<file path="src/rtl/vend_sequencer.sv">
// -----------------------------------------------------------------------------
// vend_sequencer
//
// Purpose: drink vending sequencer. Accumulates coin credit, sells one of four
// drinks, and returns change (or refunds on cancel) one coin at a time through
// the hopper, using the largest denomination of 10/5/1 that fits the credit.
//
// Handshakes: disp_req / pay_req are levels raised by this block and held,
// with their payload (disp_drink / pay_coin) stable, until the partner pulses
// disp_ack / pay_ack for one cycle; the request drops at the following edge.
// Acks arriving while no request is pending are ignored. Coin, select and
// cancel are single-cycle strobes with no back-pressure: anything that cannot
// be accepted is either ignored (select, cancel) or refused with coin_reject.
//
// Ports:
//   clk, reset          clock, synchronous active-high reset
//   coin_valid/value    coin strobe, code 00=1 01=5 10=10 11=50
//   select_valid/drink_choose  purchase strobe and drink index
//   cancel              refund strobe
//   disp_req/drink/ack  drink motor handshake
//   pay_req/coin/ack    coin hopper handshake, code 00=1 01=5 10=10
//   total_coin          current credit (registered)
//   busy                state is not IDLE
//   coin_reject, deny   one-cycle refusal pulses
//   state_o             current FSM state for observation
// -----------------------------------------------------------------------------
module vend_sequencer #(
    parameter int unsigned PRICE_0    = 10,
    parameter int unsigned PRICE_1    = 15,
    parameter int unsigned PRICE_2    = 20,
    parameter int unsigned PRICE_3    = 25,
    parameter int unsigned MAX_CREDIT = 99
) (
    input  logic       clk,
    input  logic       reset,
    input  logic       coin_valid,
    input  logic [1:0] coin_value,
    input  logic       select_valid,
    input  logic [1:0] drink_choose,
    input  logic       cancel,
    output logic       disp_req,
    output logic [1:0] disp_drink,
    input  logic       disp_ack,
    output logic       pay_req,
    output logic [1:0] pay_coin,
    input  logic       pay_ack,
    output logic [6:0] total_coin,
    output logic       busy,
    output logic       coin_reject,
    output logic       deny,
    output logic [1:0] state_o
);

    typedef enum logic [1:0] {
        IDLE     = 2'd0,
        DISPENSE = 2'd1,
        PAY      = 2'd2,
        GAP      = 2'd3
    } state_t;

    localparam logic [7:0] P0    = 8'(PRICE_0);
    localparam logic [7:0] P1    = 8'(PRICE_1);
    localparam logic [7:0] P2    = 8'(PRICE_2);
    localparam logic [7:0] P3    = 8'(PRICE_3);
    localparam logic [7:0] MAX_C = 8'(MAX_CREDIT);

    state_t     state_q, state_d;
    logic [6:0] credit_q, credit_d;
    logic       disp_req_q, disp_req_d;
    logic [1:0] disp_drink_q, disp_drink_d;
    logic       pay_req_q, pay_req_d;
    logic [1:0] pay_coin_q, pay_coin_d;
    logic       coin_reject_q, coin_reject_d;
    logic       deny_q, deny_d;

    logic [7:0] credit_ext;
    logic [7:0] coin_amt;
    logic [7:0] coin_sum;
    logic [7:0] price_sel;
    logic [6:0] pay_amt;

    // Largest payout coin not exceeding the remaining credit.
    function automatic logic [1:0] denom_code(input logic [6:0] c);
        if (c >= 7'd10)     return 2'b10;
        else if (c >= 7'd5) return 2'b01;
        else                return 2'b00;
    endfunction

    always_comb begin
        case (coin_value)
            2'b00:   coin_amt = 8'd1;
            2'b01:   coin_amt = 8'd5;
            2'b10:   coin_amt = 8'd10;
            default: coin_amt = 8'd50;
        endcase
    end

    always_comb begin
        case (drink_choose)
            2'd0:    price_sel = P0;
            2'd1:    price_sel = P1;
            2'd2:    price_sel = P2;
            default: price_sel = P3;
        endcase
    end

    always_comb begin
        case (pay_coin_q)
            2'b10:   pay_amt = 7'd10;
            2'b01:   pay_amt = 7'd5;
            default: pay_amt = 7'd1;
        endcase
    end

    // Sums are formed one bit wider than the credit so an overflowing coin
    // is detected rather than wrapped.
    assign credit_ext = {1'b0, credit_q};
    assign coin_sum   = credit_ext + coin_amt;

    always_comb begin
        state_d       = state_q;
        credit_d      = credit_q;
        disp_drink_d  = disp_drink_q;
        coin_reject_d = 1'b0;
        deny_d        = 1'b0;

        case (state_q)
            IDLE: begin
                if (cancel) begin
                    coin_reject_d = coin_valid;
                    if (credit_q != 7'd0) state_d = PAY;
                end else if (select_valid) begin
                    coin_reject_d = coin_valid;
                    if (credit_ext >= price_sel) begin
                        credit_d     = 7'(credit_ext - price_sel);
                        disp_drink_d = drink_choose;
                        state_d      = DISPENSE;
                    end else begin
                        deny_d = 1'b1;
                    end
                end else if (coin_valid) begin
                    if (coin_sum <= MAX_C) credit_d = coin_sum[6:0];
                    else                   coin_reject_d = 1'b1;
                end
            end
            DISPENSE: begin
                coin_reject_d = coin_valid;
                if (disp_ack) state_d = (credit_q != 7'd0) ? PAY : IDLE;
            end
            PAY: begin
                coin_reject_d = coin_valid;
                // pay_coin never exceeds credit, so this cannot underflow.
                if (pay_ack) begin
                    credit_d = credit_q - pay_amt;
                    state_d  = GAP;
                end
            end
            GAP: begin
                coin_reject_d = coin_valid;
                state_d       = (credit_q != 7'd0) ? PAY : IDLE;
            end
            default: state_d = IDLE;
        endcase

        // Request outputs are registered copies of the next state so they
        // change exactly at the state-change edge.
        disp_req_d = (state_d == DISPENSE);
        pay_req_d  = (state_d == PAY);
        pay_coin_d = (state_d == PAY) ? denom_code(credit_d) : 2'b00;
    end

    always_ff @(posedge clk) begin
        if (reset) begin
            state_q       <= IDLE;
            credit_q      <= 7'd0;
            disp_req_q    <= 1'b0;
            disp_drink_q  <= 2'd0;
            pay_req_q     <= 1'b0;
            pay_coin_q    <= 2'd0;
            coin_reject_q <= 1'b0;
            deny_q        <= 1'b0;
        end else begin
            state_q       <= state_d;
            credit_q      <= credit_d;
            disp_req_q    <= disp_req_d;
            disp_drink_q  <= disp_drink_d;
            pay_req_q     <= pay_req_d;
            pay_coin_q    <= pay_coin_d;
            coin_reject_q <= coin_reject_d;
            deny_q        <= deny_d;
        end
    end

    assign disp_req    = disp_req_q;
    assign disp_drink  = disp_drink_q;
    assign pay_req     = pay_req_q;
    assign pay_coin    = pay_coin_q;
    assign total_coin  = credit_q;
    assign busy        = (state_q != IDLE);
    assign coin_reject = coin_reject_q;
    assign deny        = deny_q;
    assign state_o     = state_q;

endmodule

</file>
<file path="config.mk">
export PLATFORM = sky130hd
export DESIGN_NAME = vend_sequencer
export DESIGN_NICKNAME = d
export VERILOG_FILES = /design/src/rtl/vend_sequencer.sv
export SDC_FILE = /design/constraint.sdc
export NUM_CORES = 1
export LEC_CHECK = 0
export ABC_CLOCK_PERIOD_IN_PS = 2800
export CELL_PAD_IN_SITES_DETAIL_PLACEMENT = 0
export CELL_PAD_IN_SITES_GLOBAL_PLACEMENT = 1
export CORE_ASPECT_RATIO = 1.4
export CORE_MARGIN = 2
export CORE_UTILIZATION = 36
export DETAILED_ROUTE_END_ITERATION = 8
export PLACE_DENSITY = 0.84
export SKIP_LAST_GASP = 1
export SYNTH_ARGS = -nofsm -noshare
export SYNTH_HDL_FRONTEND = slang
export SYNTH_SLANG_ARGS = --single-unit
</file>
<file path="constraint.sdc">
create_clock -name clk -period 2.8 [get_ports clk]
set_input_delay 0.28 -clock clk [delete_from_list [all_inputs] [get_ports clk]]
set_output_delay 0.28 -clock clk [all_outputs]
set_load 0.02 [all_outputs]
</file>
### After elaboration in Yosys (flattened, before gate mapping)

Cells that the tools add are included.

* register bits after elaboration: 17
* input bits: 11
* output and inout port bits: 18
* logic and storage cells: 67

* $add $sub $neg: 3
* $lt $le $gt $ge: 4
* eq/ne operators: 11
* multiplexer cells: 26
* bitwise logic cells: 4
* reduce and logical (&&, ||, !) cells: 10

Operator list (number)
* two-way mux 7 bit: 6
* one-hot mux 6 bit (3 select lines): 1
* two-way mux 2 bit: 8
* one-hot mux 5 bit (3 select lines): 1
* one-hot mux 7 bit (2 select lines): 1
* subtractor 7 bit: 2
* equality test 2 bit (second input constant): 6
* equality test 2 x 1 -> 1 bit (second input constant): 5
* adder 7 x 8 -> 8 bit: 1
* greater-or-equal comparator 7 x 8 -> 1 bit: 1
* less-or-equal comparator 8 x 7 -> 1 bit (second input constant): 1
* one-hot mux 2 bit (4 select lines): 1
* one-hot mux 4 bit (2 select lines): 1
* greater-or-equal comparator 7 x 3 -> 1 bit (second input constant): 1
* greater-or-equal comparator 7 x 4 -> 1 bit (second input constant): 1
* nonzero test 7 bit: 1
* zero test 2 bit: 3
* two-way mux 1 bit: 6
* OR reduction 3 bit: 2
* inverter 1 bit: 4
* AND reduction 4 bit: 1
* OR reduction 4 bit: 1
* one-hot mux 1 bit (2 select lines): 1
* nonzero test 2 bit: 1
* OR reduction 2 bit: 1

### Logic depth before layout (Yosys ltp)

Gate-level depths: netlist (run 1).

* depth after elaboration: 12
* mapped depth: 12
* mapped depth without buffers: 12

### Worst setup path before layout (run 1)

No wires, ideal clock.

* kind: reg-to-reg
* from: register credit_q[1], in the netlist total_coin[1]
* to: register pay_coin_q[0], in the netlist pay_coin[0]
* arrival: 2857 ps
* data required time: 2684 ps
* setup slack: -173 ps
* stages on the path, launching flop included: 11
* buffers on the path: 0
* period minus slack after synthesis: 2973 ps
* cells stage by stage: dfxtp_1 -> inv_1 -> fa_1 -> nor2b_1 -> o31a_1 -> o311ai_2 -> a31oi_4 -> mux2_2 -> o211ai_1 -> a211oi_2 -> o211a_1

* word-level cells in the longest chain between the ends: 9

Ends and longest elaborated chain
* start, declared: RTL line 68 `logic [6:0] credit_q, credit_d;`
* start signal, assigned: RTL line 184 `credit_q <= credit_d;`
* adder 7 x 8 -> 8 bit: RTL line 118 `assign coin_sum = credit_ext + coin_amt;`
* less-or-equal comparator 8 x 7 -> 1 bit: RTL line 142 `if (coin_sum <= MAX_C) credit_d = coin_sum[6:0];`
* two-way mux 7 bit: RTL line 142
* two-way mux 7 bit: RTL line 141 `end else if (coin_valid) begin`
* two-way mux 7 bit: RTL line 132 `end else if (select_valid) begin`
* two-way mux 7 bit: RTL line 129 `if (cancel) begin`
* one-hot mux 7 bit (2 select lines): RTL line 127 `case (state_q)`
* greater-or-equal comparator 7 x 4 -> 1 bit / greater-or-equal comparator 7 x 3 -> 1 bit (equally long branches): RTL line 84, 85
* OR reduction 3 bit (no source line) / two-way mux 1 bit (equally long branches)
* end signal, assigned: RTL line 188 `pay_coin_q <= pay_coin_d;`
* end, declared: RTL line 72 `logic [1:0] pay_coin_q, pay_coin_d;`

Parallel ways exist; a longest one is shown, timed or not.
A chain may end at the register's enable or synchronous reset.

### Worst setup path in the final report (run 1)

* from: register credit_q[0], in the netlist total_coin[0]
* to: register pay_coin_q[0], in the netlist pay_coin[0]

The elaborated chain is that of the path after synthesis.

==> results of run 1 <==
==> cell families after synthesis <==
family,count (synthesis)
AND/OR/NAND/NOR,87
buffers and inverters,28
flip-flops,17
multiplexers,8
adder cells (fa/ha/maj),22
XOR/XNOR,4
AO/OA/AOI/OAI,85
==> through the flow <==
stage	area, um2	TNS [ns]
after floorplan	1954	0
after global placement	2703	-4.835
after detailed placement	2703	-6.183
after CTS	2873	0
after global routing	3099	-0.2238
final	3099	-0.03505
==> power groups by stage <==
stage	Combinational, W	Clock, W	Sequential [W]
floorplan	0.00126	0	0.000496
global placement	0.00228	0	0.000406
detailed placement	0.00231	0	0.000405
CTS	0.00246	0.000203	0.000403
global route	0.00304	0.000212	0.000427
finish	0.00279	0.000201	0.000417
==> sequential cells by signal, summed over array words and instances, names as in the netlist <==
signal       count
state_o          2
total_coin       7
pay_req          1
coin_reject      1
disp_drink       2
disp_req         1
deny             1
pay_coin         2
==> how the worst max path moves through the flow <==
stage	slack [ns]	startpoint	end	depth (start not counted)
after global placement	-0.55	drink_choose[0]	pay_coin[0]$_SDFF_PP0_	12
after floorplan	0.005	total_coin[2]$_SDFF_PP0_	pay_coin[0]$_SDFF_PP0_	9
final	-0.04	total_coin[0]$_SDFF_PP0_	pay_coin[0]$_SDFF_PP0_	11
after detailed placement	-0.69	drink_choose[0]	pay_coin[1]$_SDFF_PP0_	12
after global routing	-0.09	total_coin[0]$_SDFF_PP0_	pay_coin[0]$_SDFF_PP0_	12
after CTS	0.01	drink_choose[1]	pay_coin[0]$_SDFF_PP0_	13
==> synthesized netlist by cell type, types with 4 or more instances <==
library cell  count
ha_1             19
nand2_1          11
nand2b_1          6
nand3_1           4
o21ai_1           4
clkbuf_1          6
nor3_1            6
inv_1            20
o31ai_1           4
a211oi_1          5
a21oi_1          13
a22oi_1           5
o21ai_0          15
mux2i_1           6
nor2b_1           9
nor2_1           29
dfxtp_1          17
==> layer usage <==
metal	global-route usage	wire length (um)	vias to the layer above
li1	-	-	1120
met1	0.2636	2818	1102
met2	0.4242	3647	53
met3	0.01746	141	17
met4	0.1088	209	0
met5	0	0	-
==> what timing repair did <==
action,4_1_cts,5_1_grt
pin swaps,13,24
setup buffers,5,8
setup endpoints to repair,13,6
gates resized for setup,27,39
==> cells in the final DEF, fill, tap and decap left out, types with 4 or more instances in the layout <==
cell | synthesis | final
a22oi_1 | 5 | 4
mux2i_1 | 6 | 6
nand2_1 | 11 | 11
inv_1 | 20 | 17
o21ai_0 | 15 | 12
nor3_1 | 6 | 4
dfxtp_1 | 17 | 14
nand2b_1 | 6 | 6
clkdlybuf4s50_1 | 0 | 24
ha_4 | 0 | 4
a21oi_1 | 13 | 13
nor2_1 | 29 | 29
buf_4 | 1 | 68
ha_1 | 19 | 12
nor2b_1 | 9 | 7
a211oi_2 | 2 | 4
o21ai_1 | 4 | 5
==> worst max-delay path, cell delays in order (launching register included) <==
cell      delay, ns
dfxtp_4        0.38
ha_4           0.16
buf_4          0.13
a211oi_4       0.33
nor4_2         0.09
a311o_2        0.42
a31oi_4        0.23
buf_6          0.13
mux2i_1        0.10
a211o_1        0.36
a211oi_2       0.28
o211a_1        0.16
==> area by class of cell <==
type / instances / area, um2
repair buffers: 97 / 795.8
well taps: 66 / 82.58
inverters: 20 / 77.57
clock inverters: 1 / 5.005
flip-flops and latches: 17 / 346.6
clock buffers: 3 / 41.29
fillers: 487 / 2098
multi-input cells: 206 / 1750
==> key figures, run 1 <==
Outcome
  • Status: finished with violations
  • Failing checks: setup timing

Hold path
  • Worst Hold End: disp_drink[0]$_SDFFE_PP0P_
  • Hold wc startpoint: drink_choose[0]
  • WHS Path Cells: 3
  • Worst hold path class: in -> reg

Placement
  • Post-DP HPWL: 5107 um
  • Placed Cells: 393
  • I/O Buffers: 28
  • Post-Place Worst Slack: -0.6933 ns
  • Routability-driven placement congestion ratio: 0.9351

Power
  • Total power: 0.003413 W
  • PD cells: 1101 mW/mm2
  • Comb pwr share: 0.819
  • Sequential share of power: 0.122
  • Switching power total: 0.001589 W
  • Maximum vdd drop: 0.5556 mV
  • Pleak: 1.315 nW
  • Clock power frac: 0.059
  • Switching share of power: 0.4656
  • Internal: 0.001824 W

Logic synthesis
  • Sequential-to-total area share from yosys stat: 0.1756
  • Synth async-reset ratio: 0
  • Main combinational cell family by area after synthesis: compound AO/OA/AOI/OAI gates
  • Synth area leader: dfxtp_1
  • Post-synthesis compound-gate area fraction: 0.3189
  • Ys flop type: dfxtp_1
  • Seq cells post-synth: 17
  • EDFF count, synth: 0
  • Syn Area/Cell: 7.722 um2
  • Post-Synth Adder-Cell Area: 0.1536
  • Mux cell area share after synthesis: 0.04261
  • Simple-gate share of the synthesized area: 0.2343
  • Post-synth top area share: 0.1756
  • Netlist cell types: 60
  • Mapped Cells: 251
  • Synth area leaders: dfxtp_1 18%, ha_1 12%, nor2_1 5.6%, inv_1 3.9%, o21ai_0 3.9%
  • Syn Nets: 284
  • XOR/XNOR share of the synthesized area: 0.01808
  • Warnings, synthesis: 0
  • Synthesized area: 0.001938 mm2

Setup path
  • CP required: 3.02 ns
  • Worst reg-to-reg path cell count: 11
  • Critical path endpoint category: flip-flop
  • Reg2Reg Setup Slack: -0.04 ns
  • Crit path launch type: flip-flop
  • Critical R2R Launch: total_coin[0]$_SDFF_PP0_
  • Worst setup path class: reg -> reg
  • R2R Path End: pay_coin[0]$_SDFF_PP0_
  • Worst Path Arrival: 3.05 ns
  • Worst Path Max Fanout: 4

STA
  • Tmin final: 2.835 ns
  • Worst-Margin Slew: 0.5427 ns
  • Tcrit/Tclk final: 1.013
  • Peak Freq: 352.7 MHz
  • Endpoints failing setup: 1
  • Hold Violations, Final: 0
  • Slew margin rel.: 0.6370
  • PnR worst setup slack: -0.03505 ns
  • Clk_skew: 0.003129 ns
  • Slew Viols, Final: 0
  • RSZ-0062 raised after global routing: true
  • Final hold slack: 0.4493 ns

Cells and area
  • Non-Filler Instances: 410
  • Nets: 378
  • P&R area growth vs syn: 59.91%
  • Fraction of layout cells with a size suffix above 1: 0.3721
  • ANT cells: 0
  • Final core occ: 0.5963

Floorplanning
  • Die area: 0.005995 mm2
  • I/O pins: 29
  • Row Count: 31
  • Starting Density: 0.3729
  • Core area: 0.005197 mm2
  • Die width: 66.01 um
  • Die Height: 90.82 um

Global route
  • First-pass GRT wire length: 10810 um
  • GRT Resource Usage Total: 0.2323
  • Total congestion overflow: 0
  • Largest net degree at the start of global routing: 15
  • Initial antenna violation count: 0
  • Vias in the first global route: 2322

Detailed routing
  • Detailed-route via count: 2292
  • Routed WL: 6817 um
  • Routed WL per cell: 16.63 um
  • DRT antenna net count: 0
  • Vias per cell: 5.590
  • Initial DRC Count: 110
  • Drt pass-1 iters: 4
  • DRC: 0

Clock network
  • CTS tree: yes
  • Worst-Skew Late Latency: 0.27 ns
  • Clock root cell: clkbuf_8
  • Hold_buf cts: 0
  • Clk sink count: 17
  • Max H-tree Level: 1
  • CTS Buf Count: 3
  • CTS Buffer Depth: 2
  • Reg clk slew, reported paths: 0.08 ns

Job
  • Maximum Capacitance Violations: 0
Power figures use the tool's default switching activity.
==> run 2, diff against run 1 <==
--- a/config.mk
+++ b/config.mk
@@ -8,7 +8,7 @@
 export ABC_CLOCK_PERIOD_IN_PS = 2800
 export CELL_PAD_IN_SITES_DETAIL_PLACEMENT = 0
 export CELL_PAD_IN_SITES_GLOBAL_PLACEMENT = 1
-export CORE_ASPECT_RATIO = 1.4
+export CORE_ASPECT_RATIO = 0.6
 export CORE_MARGIN = 2
 export CORE_UTILIZATION = 36
 export DETAILED_ROUTE_END_ITERATION = 8
==> key figures, run 2 (synthesis gave the netlist of run 1 again) <==
Outcome
  • Status: finished with violations (unchanged)
  • Failing checks: setup timing (unchanged)

Detailed routing
  • Routed WL: 7248 um (was 6817 um)
  • Initial DRC Count: 159 (was 110)
  • Vias per cell: 5.751 (was 5.590)
  • Detailed-route via count: 2381 (was 2292)
  • Routed WL per cell: 17.51 um (was 16.63 um)
  • DRC: 0 (unchanged)
  • Drt pass-1 iters: 6 (was 4)
  • DRT antenna net count: 0 (unchanged)

STA
  • Slew margin rel.: 0.6111 (was 0.6370)
  • Slew Viols, Final: 0 (unchanged)
  • Final hold slack: 0.3329 ns (was 0.4493 ns)
  • Clk_skew: 0.002409 ns (was 0.003129 ns)
  • Endpoints failing setup: 1 (unchanged)
  • Worst-Margin Slew: 0.5815 ns (was 0.5427 ns)
  • Hold Violations, Final: 0 (unchanged)
  • Tcrit/Tclk final: 1.004 (was 1.013)
  • RSZ-0062 raised after global routing: true (unchanged)
  • Tmin final: 2.811 ns (was 2.835 ns)
  • Total Neg Setup Slack: -0.01079 ns (was -0.03505 ns)
  • Peak Freq: 355.8 MHz (was 352.7 MHz)
  • PnR worst setup slack: -0.01079 ns (was -0.03505 ns)

Clock network
  • Max H-tree Level: 1 (unchanged)
  • Hold_buf cts: 0 (unchanged)
  • Worst-Skew Late Latency: 0.26 ns (was 0.27 ns)
  • CTS Buf Count: 3 (unchanged)
  • Reg clk slew, reported paths: 0.07 ns (was 0.08 ns)
  • Clock root cell: clkbuf_8 (unchanged)
  • CTS tree: yes (unchanged)
  • Clk sink count: 17 (unchanged)
  • CTS Buffer Depth: 2 (unchanged)

Job
  • Maximum Capacitance Violations: 0 (unchanged)

Floorplanning
  • Core area: 0.005130 mm2 (was 0.005197 mm2)
  • Row Count: 20 (was 31)
  • Die width: 98.73 um (was 66.01 um)
  • Die area: 0.006006 mm2 (was 0.005995 mm2)
  • Starting Density: 0.3778 (was 0.3729)
  • Die Height: 60.84 um (was 90.82 um)
  • I/O pins: 29 (unchanged)

Cells and area
  • Number of flip-flops in the largest register: 7 (unchanged)
  • Post-route cell area: 0.003151 mm2 (was 0.003099 mm2)
  • Final core occ: 0.6141 (was 0.5963)
  • Nets: 382 (was 378)
  • ANT cells: 0 (unchanged)
  • Non-Filler Instances: 414 (was 410)
  • Fraction of layout cells with a size suffix above 1: 0.3822 (was 0.3721)
  • P&R area growth vs syn: 62.56% (was 59.91%)
  • Commonest non-fill, non-tap cell in the layout: buf_4 (unchanged)
  • Commonest non-fill, non-tap cells in the layout: 71 x buf_4, 28 x nor2_1, 24 x clkdlybuf4s50_1 (was 68 x buf_4, 29 x nor2_1, 24 x clkdlybuf4s50_1)
  • Fill cell count: 445 (was 487)

Placement
  • Routability-driven placement congestion ratio: 0.9008 (was 0.9351)
  • I/O Buffers: 28 (unchanged)
  • Area after DPL: 0.002755 mm2 (was 0.002703 mm2)
  • Placed Cells: 400 (was 393)
  • Post-DP HPWL: 5370 um (was 5107 um)

Setup path
  • Reg2Reg Setup Slack: 0.01 ns (was -0.04 ns)
  • Critical path endpoint category: flip-flop (unchanged)
  • CP required: 3.00 ns (was 3.02 ns)
  • Worst-path cell chain: dlygate4sd2_1 > nor2b_2 > ha_4 > buf_4 > o21ai_2 > or2_4 > a311o_1 > buf_4 > buf_4 > buf_4 > nor3_1 > o21ai_0 > a211oi_2 > o211a_1 (was ha_4 > buf_4 > a211oi_4 > nor4_2 > a311o_2 > a31oi_4 > buf_6 > mux2i_1 > a211o_1 > a211oi_2 > o211a_1)
  • R2R Path End: pay_coin[0]$_SDFF_PP0_ (unchanged)
  • Worst reg-to-reg path cell count: 13 (was 11)
  • CP dominant cell by count: buf_4
  • Worst path max stage delay: 0.38 ns (was 0.42 ns)
  • Slowest CP cell: a311o_1 (was a311o_2)
  • Worst Path Max Fanout: 3 (was 4)
  • Crit path launch type: input port (was flip-flop)
  • Worst Path Arrival: 3.02 ns (was 3.05 ns)
  • Worst setup path class: in -> reg (was reg -> reg)
  • Critical R2R Launch: total_coin[0]$_SDFF_PP0_ (unchanged)

Global route
  • Initial antenna violation count: 0 (unchanged)
  • Total congestion overflow: 0 (unchanged)
  • Vias in the first global route: 2113 (was 2322)
  • GRT Resource Usage Total: 0.2373 (was 0.2323)
  • First-pass GRT wire length: 11070 um (was 10810 um)
  • Largest net degree at the start of global routing: 15 (unchanged)

Power
  • Internal: 0.001892 W (was 0.001824 W)
  • Pleak: 1.343 nW (was 1.315 nW)
  • Switching power total: 0.001655 W (was 0.001589 W)
  • Clock power frac: 0.055 (was 0.059)
  • Comb pwr share: 0.831 (was 0.819)
  • Sequential share of power: 0.114 (was 0.122)
  • PD cells: 1126 mW/mm2 (was 1101 mW/mm2)
  • Maximum vdd drop: 0.5055 mV (was 0.5556 mV)
  • Switching share of power: 0.4666 (was 0.4656)

Hold path
  • WHS Path Cells: 3 (unchanged)
  • Hold wc startpoint: drink_choose[1] (was drink_choose[0])
  • Worst Hold End: disp_drink[1]$_SDFFE_PP0P_ (was disp_drink[0]$_SDFFE_PP0P_)
  • Worst hold path class: in -> reg (unchanged)
-- run 2: worst max-delay path by stage --
stage | start | to | slack [ns] | cells past startpoint
finish | coin_value[0] | pay_coin[0]$_SDFF_PP0_ | -0.01 | 14
global route | total_coin[0]$_SDFF_PP0_ | pay_coin[0]$_SDFF_PP0_ | -0.07 | 13
CTS | coin_value[0] | pay_coin[0]$_SDFF_PP0_ | 0.006 | 12
detailed placement | drink_choose[0] | pay_coin[1]$_SDFF_PP0_ | -0.69 | 12
global placement | drink_choose[0] | pay_coin[0]$_SDFF_PP0_ | -0.59 | 12
floorplan | total_coin[2]$_SDFF_PP0_ | pay_coin[0]$_SDFF_PP0_ | 0.005 | 9
-- run 2: worst max-delay path, delay by kind of cell --
family / cells / cell delay [ns]
AOI/OAI and AO/OA: 5 / 1.08
buffers and inverters: 5 / 0.78
adders and majority gates: 1 / 0.26
and+or+nand+nor: 3 / 0.60
-- run 2: per-layer routing --
| layer | GRT usage | wire [um] | vias to the layer above |
|---|---|---|---|
| li1 | - | - | 1128 |
| met1 | 0.3709 | 3481 | 1111 |
| met5 | 0 | 0 | - |
| met2 | 0.3256 | 2976 | 128 |
| met4 | 0.05479 | 95 | 0 |
| met3 | 0.05300 | 695 | 14 |
-- run 2: final cells by class --
type | count | area (um2) | share of cell area
Tap cell | 66 | 82.58 | 0.02621
Inverter | 20 | 77.57 | 0.02462
Multi-Input combinational cell | 206 | 1774 | 0.5631
Clock buffer | 4 | 45.04 | 0.01430
Timing Repair Buffer | 101 | 825.8 | 0.2621
Sequential cell | 17 | 345.3 | 0.1096
-- run 2: repair_timing --
action,in CTS,in global routing
setup endpoints to repair,12,6
setup buffers,5,6
pin swaps,15,23
resized for setup,37,35
-- run 2: power groups by stage --
stage	logic, W	clock network (W)	registers, W
6_report	0.00295	0.000195	0.000406
5_1_grt	0.00315	0.000211	0.000415
4_1_cts	0.00261	0.000196	0.000397
3_5_place_dp	0.00238	0	0.000394
3_3_place_gp	0.00235	0	0.000392
2_1_floorplan	0.00126	0	0.000496
-- run 2: stage by stage --
step | total power [W] | setup slack (ns)
3_3_place_gp | 0.002746 | -0.5890
6_report | 0.003548 | -0.01079
3_5_place_dp | 0.002776 | -0.6867
2_1_floorplan | 0.001760 | 0.004879
5_1_grt | 0.003779 | -0.07222
4_1_cts | 0.003205 | 0.006320
==> run 3, diff against run 2 <==
--- a/config.mk
+++ b/config.mk
@@ -5,14 +5,15 @@
 export SDC_FILE = /design/constraint.sdc
 export NUM_CORES = 1
 export LEC_CHECK = 0
-export ABC_CLOCK_PERIOD_IN_PS = 2800
+export ABC_CLOCK_PERIOD_IN_PS = 2700
 export CELL_PAD_IN_SITES_DETAIL_PLACEMENT = 0
 export CELL_PAD_IN_SITES_GLOBAL_PLACEMENT = 1
 export CORE_ASPECT_RATIO = 0.6
 export CORE_MARGIN = 2
-export CORE_UTILIZATION = 36
+export CORE_UTILIZATION = 40
 export DETAILED_ROUTE_END_ITERATION = 8
-export PLACE_DENSITY = 0.84
+export GPL_ROUTABILITY_DRIVEN = 0
+export PLACE_DENSITY = 0.88
 export SKIP_LAST_GASP = 1
 export SYNTH_ARGS = -nofsm -noshare
 export SYNTH_HDL_FRONTEND = slang
==> constraint.sdc (replaced) <==
create_clock -name clk -period 2.7 [get_ports clk]
set_input_delay 0.27 -clock clk [delete_from_list [all_inputs] [get_ports clk]]
set_output_delay 0.27 -clock clk [all_outputs]
set_load 0.02 [all_outputs]
==> key figures, run 3 (synthesis gave the netlist of run 1 again) <==
Power
  • Clock power frac: 0.058 (was 0.055)
  • Maximum vdd drop: 0.6294 mV (was 0.5055 mV)
  • PD cells: 1149 mW/mm2 (was 1126 mW/mm2)
  • Sequential share of power: 0.116 (was 0.114)
  • Comb pwr share: 0.826 (was 0.831)
  • Total power: 0.003510 W (was 0.003548 W)
  • Pleak: 1.306 nW (was 1.343 nW)
  • Switching power total: 0.001634 W (was 0.001655 W)
  • Switching share of power: 0.4654 (was 0.4666)
  • Internal: 0.001877 W (was 0.001892 W)

STA
  • Worst-Margin Slew: 0.6072 ns (was 0.5815 ns)
  • Final hold slack: 0.3893 ns (was 0.3329 ns)
  • Endpoints failing setup: 3 (was 1)
  • PnR worst setup slack: -0.1005 ns (was -0.01079 ns)
  • Hold Violations, Final: 0 (unchanged)
  • Clk_skew: 0.0008604 ns (was 0.002409 ns)
  • Tmin final: 2.800 ns
  • Peak Freq: 357.1 MHz
  • Slew Viols, Final: 0 (unchanged)
  • RSZ-0062 raised after global routing: true (unchanged)
  • Slew margin rel.: 0.5939 (was 0.6111)
  • Tcrit/Tclk final: 1.037

Global route
  • Total congestion overflow: 0 (unchanged)
  • First-pass GRT wire length: 11040 um (was 11070 um)
  • Largest net degree at the start of global routing: 15 (unchanged)
  • GRT Resource Usage Total: 0.2595 (was 0.2373)
  • Initial antenna violation count: 0 (unchanged)
  • Vias in the first global route: 2133 (was 2113)

Cells and area
  • Commonest non-fill, non-tap cell in the layout: buf_4 (unchanged)
  • Nets: 377 (was 382)
  • ANT cells: 0 (unchanged)
  • Number of flip-flops in the largest register: 7 (unchanged)
  • Fraction of layout cells with a size suffix above 1: 0.3673 (was 0.3822)
  • Post-route cell area: 0.003054 mm2 (was 0.003151 mm2)
  • Commonest non-fill, non-tap cells in the layout: 68 x buf_4, 26 x nor2_1, 24 x clkdlybuf4s50_1 (was 71 x buf_4, 28 x nor2_1, 24 x clkdlybuf4s50_1)
  • Non-Filler Instances: 406 (was 414)
  • P&R area growth vs syn: 57.59% (was 62.56%)

Setup path
  • Slowest CP cell: dfxtp_4 (was a311o_1)
  • Worst-path cell chain: inv_2 > ha_4 > inv_1 > fa_2 > a211oi_2 > o21ai_2 > nor3_4 > mux2_4 > a21oi_1 > o22ai_1 > a211oi_2 > o211a_1 (was dlygate4sd2_1 > nor2b_2 > ha_4 > buf_4 > o21ai_2 > or2_4 > a311o_1 > buf_4 > buf_4 > buf_4 > nor3_1 > o21ai_0 > a211oi_2 > o211a_1)
  • Crit-path leading delay family: compound AO/OA/AOI/OAI gates (unchanged)
  • Worst Path Arrival: 3.00 ns (was 3.02 ns)
  • CP dominant cell by count: a211oi_2 (was buf_4)
  • Worst Path Max Fanout: 4 (was 3)
  • CP required: 2.90 ns (was 3.00 ns)
  • Worst path bufs/invs: 2 (was 5)
  • Critical path endpoint category: flip-flop (unchanged)
  • Crit path launch type: flip-flop (was input port)
  • Worst path max stage delay: 0.38 ns (about the same)
  • Worst setup path class: reg -> reg (was in -> reg)

Clock network
  • Max H-tree Level: 1 (unchanged)
  • Hold_buf cts: 0 (unchanged)
  • Reg clk slew, reported paths: 0.08 ns (was 0.07 ns)
  • Worst-Skew Late Latency: 0.26 ns (about the same)
  • Clk sink count: 17 (unchanged)
  • CTS Buf Count: 3 (unchanged)
  • CTS Buffer Depth: 2 (unchanged)
  • Clock root cell: clkbuf_8 (unchanged)
  • CTS tree: yes (unchanged)

Detailed routing
  • Routed WL per cell: 16.87 um (was 17.51 um)
  • Drt pass-1 iters: 4 (was 6)
  • Initial DRC Count: 170 (was 159)
  • Vias per cell: 5.549 (was 5.751)
  • Routed WL: 6851 um (was 7248 um)
  • DRT antenna net count: 0 (unchanged)
  • Detailed-route via count: 2253 (was 2381)
  • DRC: 0 (unchanged)

Floorplanning
  • Row Count: 19 (was 20)
  • I/O pins: 29 (unchanged)
  • Die area: 0.005437 mm2 (was 0.006006 mm2)
  • Core area: 0.004612 mm2 (was 0.005130 mm2)
  • Starting Density: 0.4202 (was 0.3778)
  • Die width: 93.87 um (was 98.73 um)
  • Die Height: 57.92 um (was 60.84 um)

Placement
  • I/O Buffers: 28 (unchanged)
  • Area after DPL: 0.002769 mm2 (was 0.002755 mm2)
  • Post-DP HPWL: 5288 um (was 5370 um)
  • Post-Place Worst Slack: -0.8087 ns (was -0.6867 ns)
  • Placed Cells: 397 (was 400)

Outcome
  • Failing checks: setup timing (unchanged)
  • Status: finished with violations (unchanged)

Job
  • Maximum Capacitance Violations: 0 (unchanged)

Hold path
  • Worst hold path class: in -> reg (unchanged)
## run 3: final timing paths
path	startpoint	end	slack, ns	cells past startpoint
hold / removal	drink_choose[0]	disp_drink[0]$_SDFFE_PP0P_	0.39	3
setup reg to reg	total_coin[0]$_SDFF_PP0_	pay_coin[0]$_SDFF_PP0_	-0.10	12
hold reg to reg	disp_drink[1]$_SDFFE_PP0P_	disp_drink[1]$_SDFFE_PP0P_	0.53	2
setup / recovery	total_coin[0]$_SDFF_PP0_	pay_coin[0]$_SDFF_PP0_	-0.10	12
## run 3: cell type report
cell class              instances  area [um2]
clock buffers                   3       41.29
clock inverters                 1       5.005
fillers                       392        1558
inverters                      20       75.07
multi-input cells             206        1723
flip-flops and latches         17       349.1
well taps                      63       78.83
repair buffers                 96       782.0
## run 3: routing by layer
layer  up-vias  part of all wire  track usage  wire [um]
met5         -                 0            0          0
met4         0            0.0028      0.01242         19
met3         4             0.072      0.03901        491
met2        69              0.42       0.3847       2856
met1      1067              0.51       0.4151       3484
li1       1113                 -            -          -
## run 3: stage by stage
step | TNS (ns) | utilization
2_1_floorplan | -0.04097 | -
3_3_place_gp | -5.556 | 0.6004
3_5_place_dp | -6.847 | 0.6004
4_1_cts | -0.01352 | 0.6549
5_1_grt | -0.3991 | 0.6622
6_report | -0.1730 | 0.6622
## run 3: worst reg2reg max path: cells and delay by family, from the launching register on
kind / cells / cell delay, ns
AOI/OAI and AO/OA: 6 / 1.18
adders and majority gates: 2 / 0.49
DFF: 1 / 0.38
muxes: 1 / 0.34
and+or+nand+nor: 1 / 0.22
buffers and inverters: 2 / 0.13
## run 3: power by group through the flow
| stage | Sequential (W) | Combinational (W) | Clock (W) |
|---|---|---|---|
| floorplan | 0.000518 | 0.00133 | 0 |
| CTS | 0.000403 | 0.00279 | 0.000200 |
| detailed placement | 0.000393 | 0.00255 | 0 |
| finish | 0.000408 | 0.00290 | 0.000204 |
| global placement | 0.000391 | 0.00252 | 0 |
| global route | 0.000415 | 0.00312 | 0.000210 |
## run 3: timing repair
item	CTS	global route
gates resized for setup	46	13
setup buffers	5	0
endpoints found under the setup margin	13	6
pin swaps	21	13
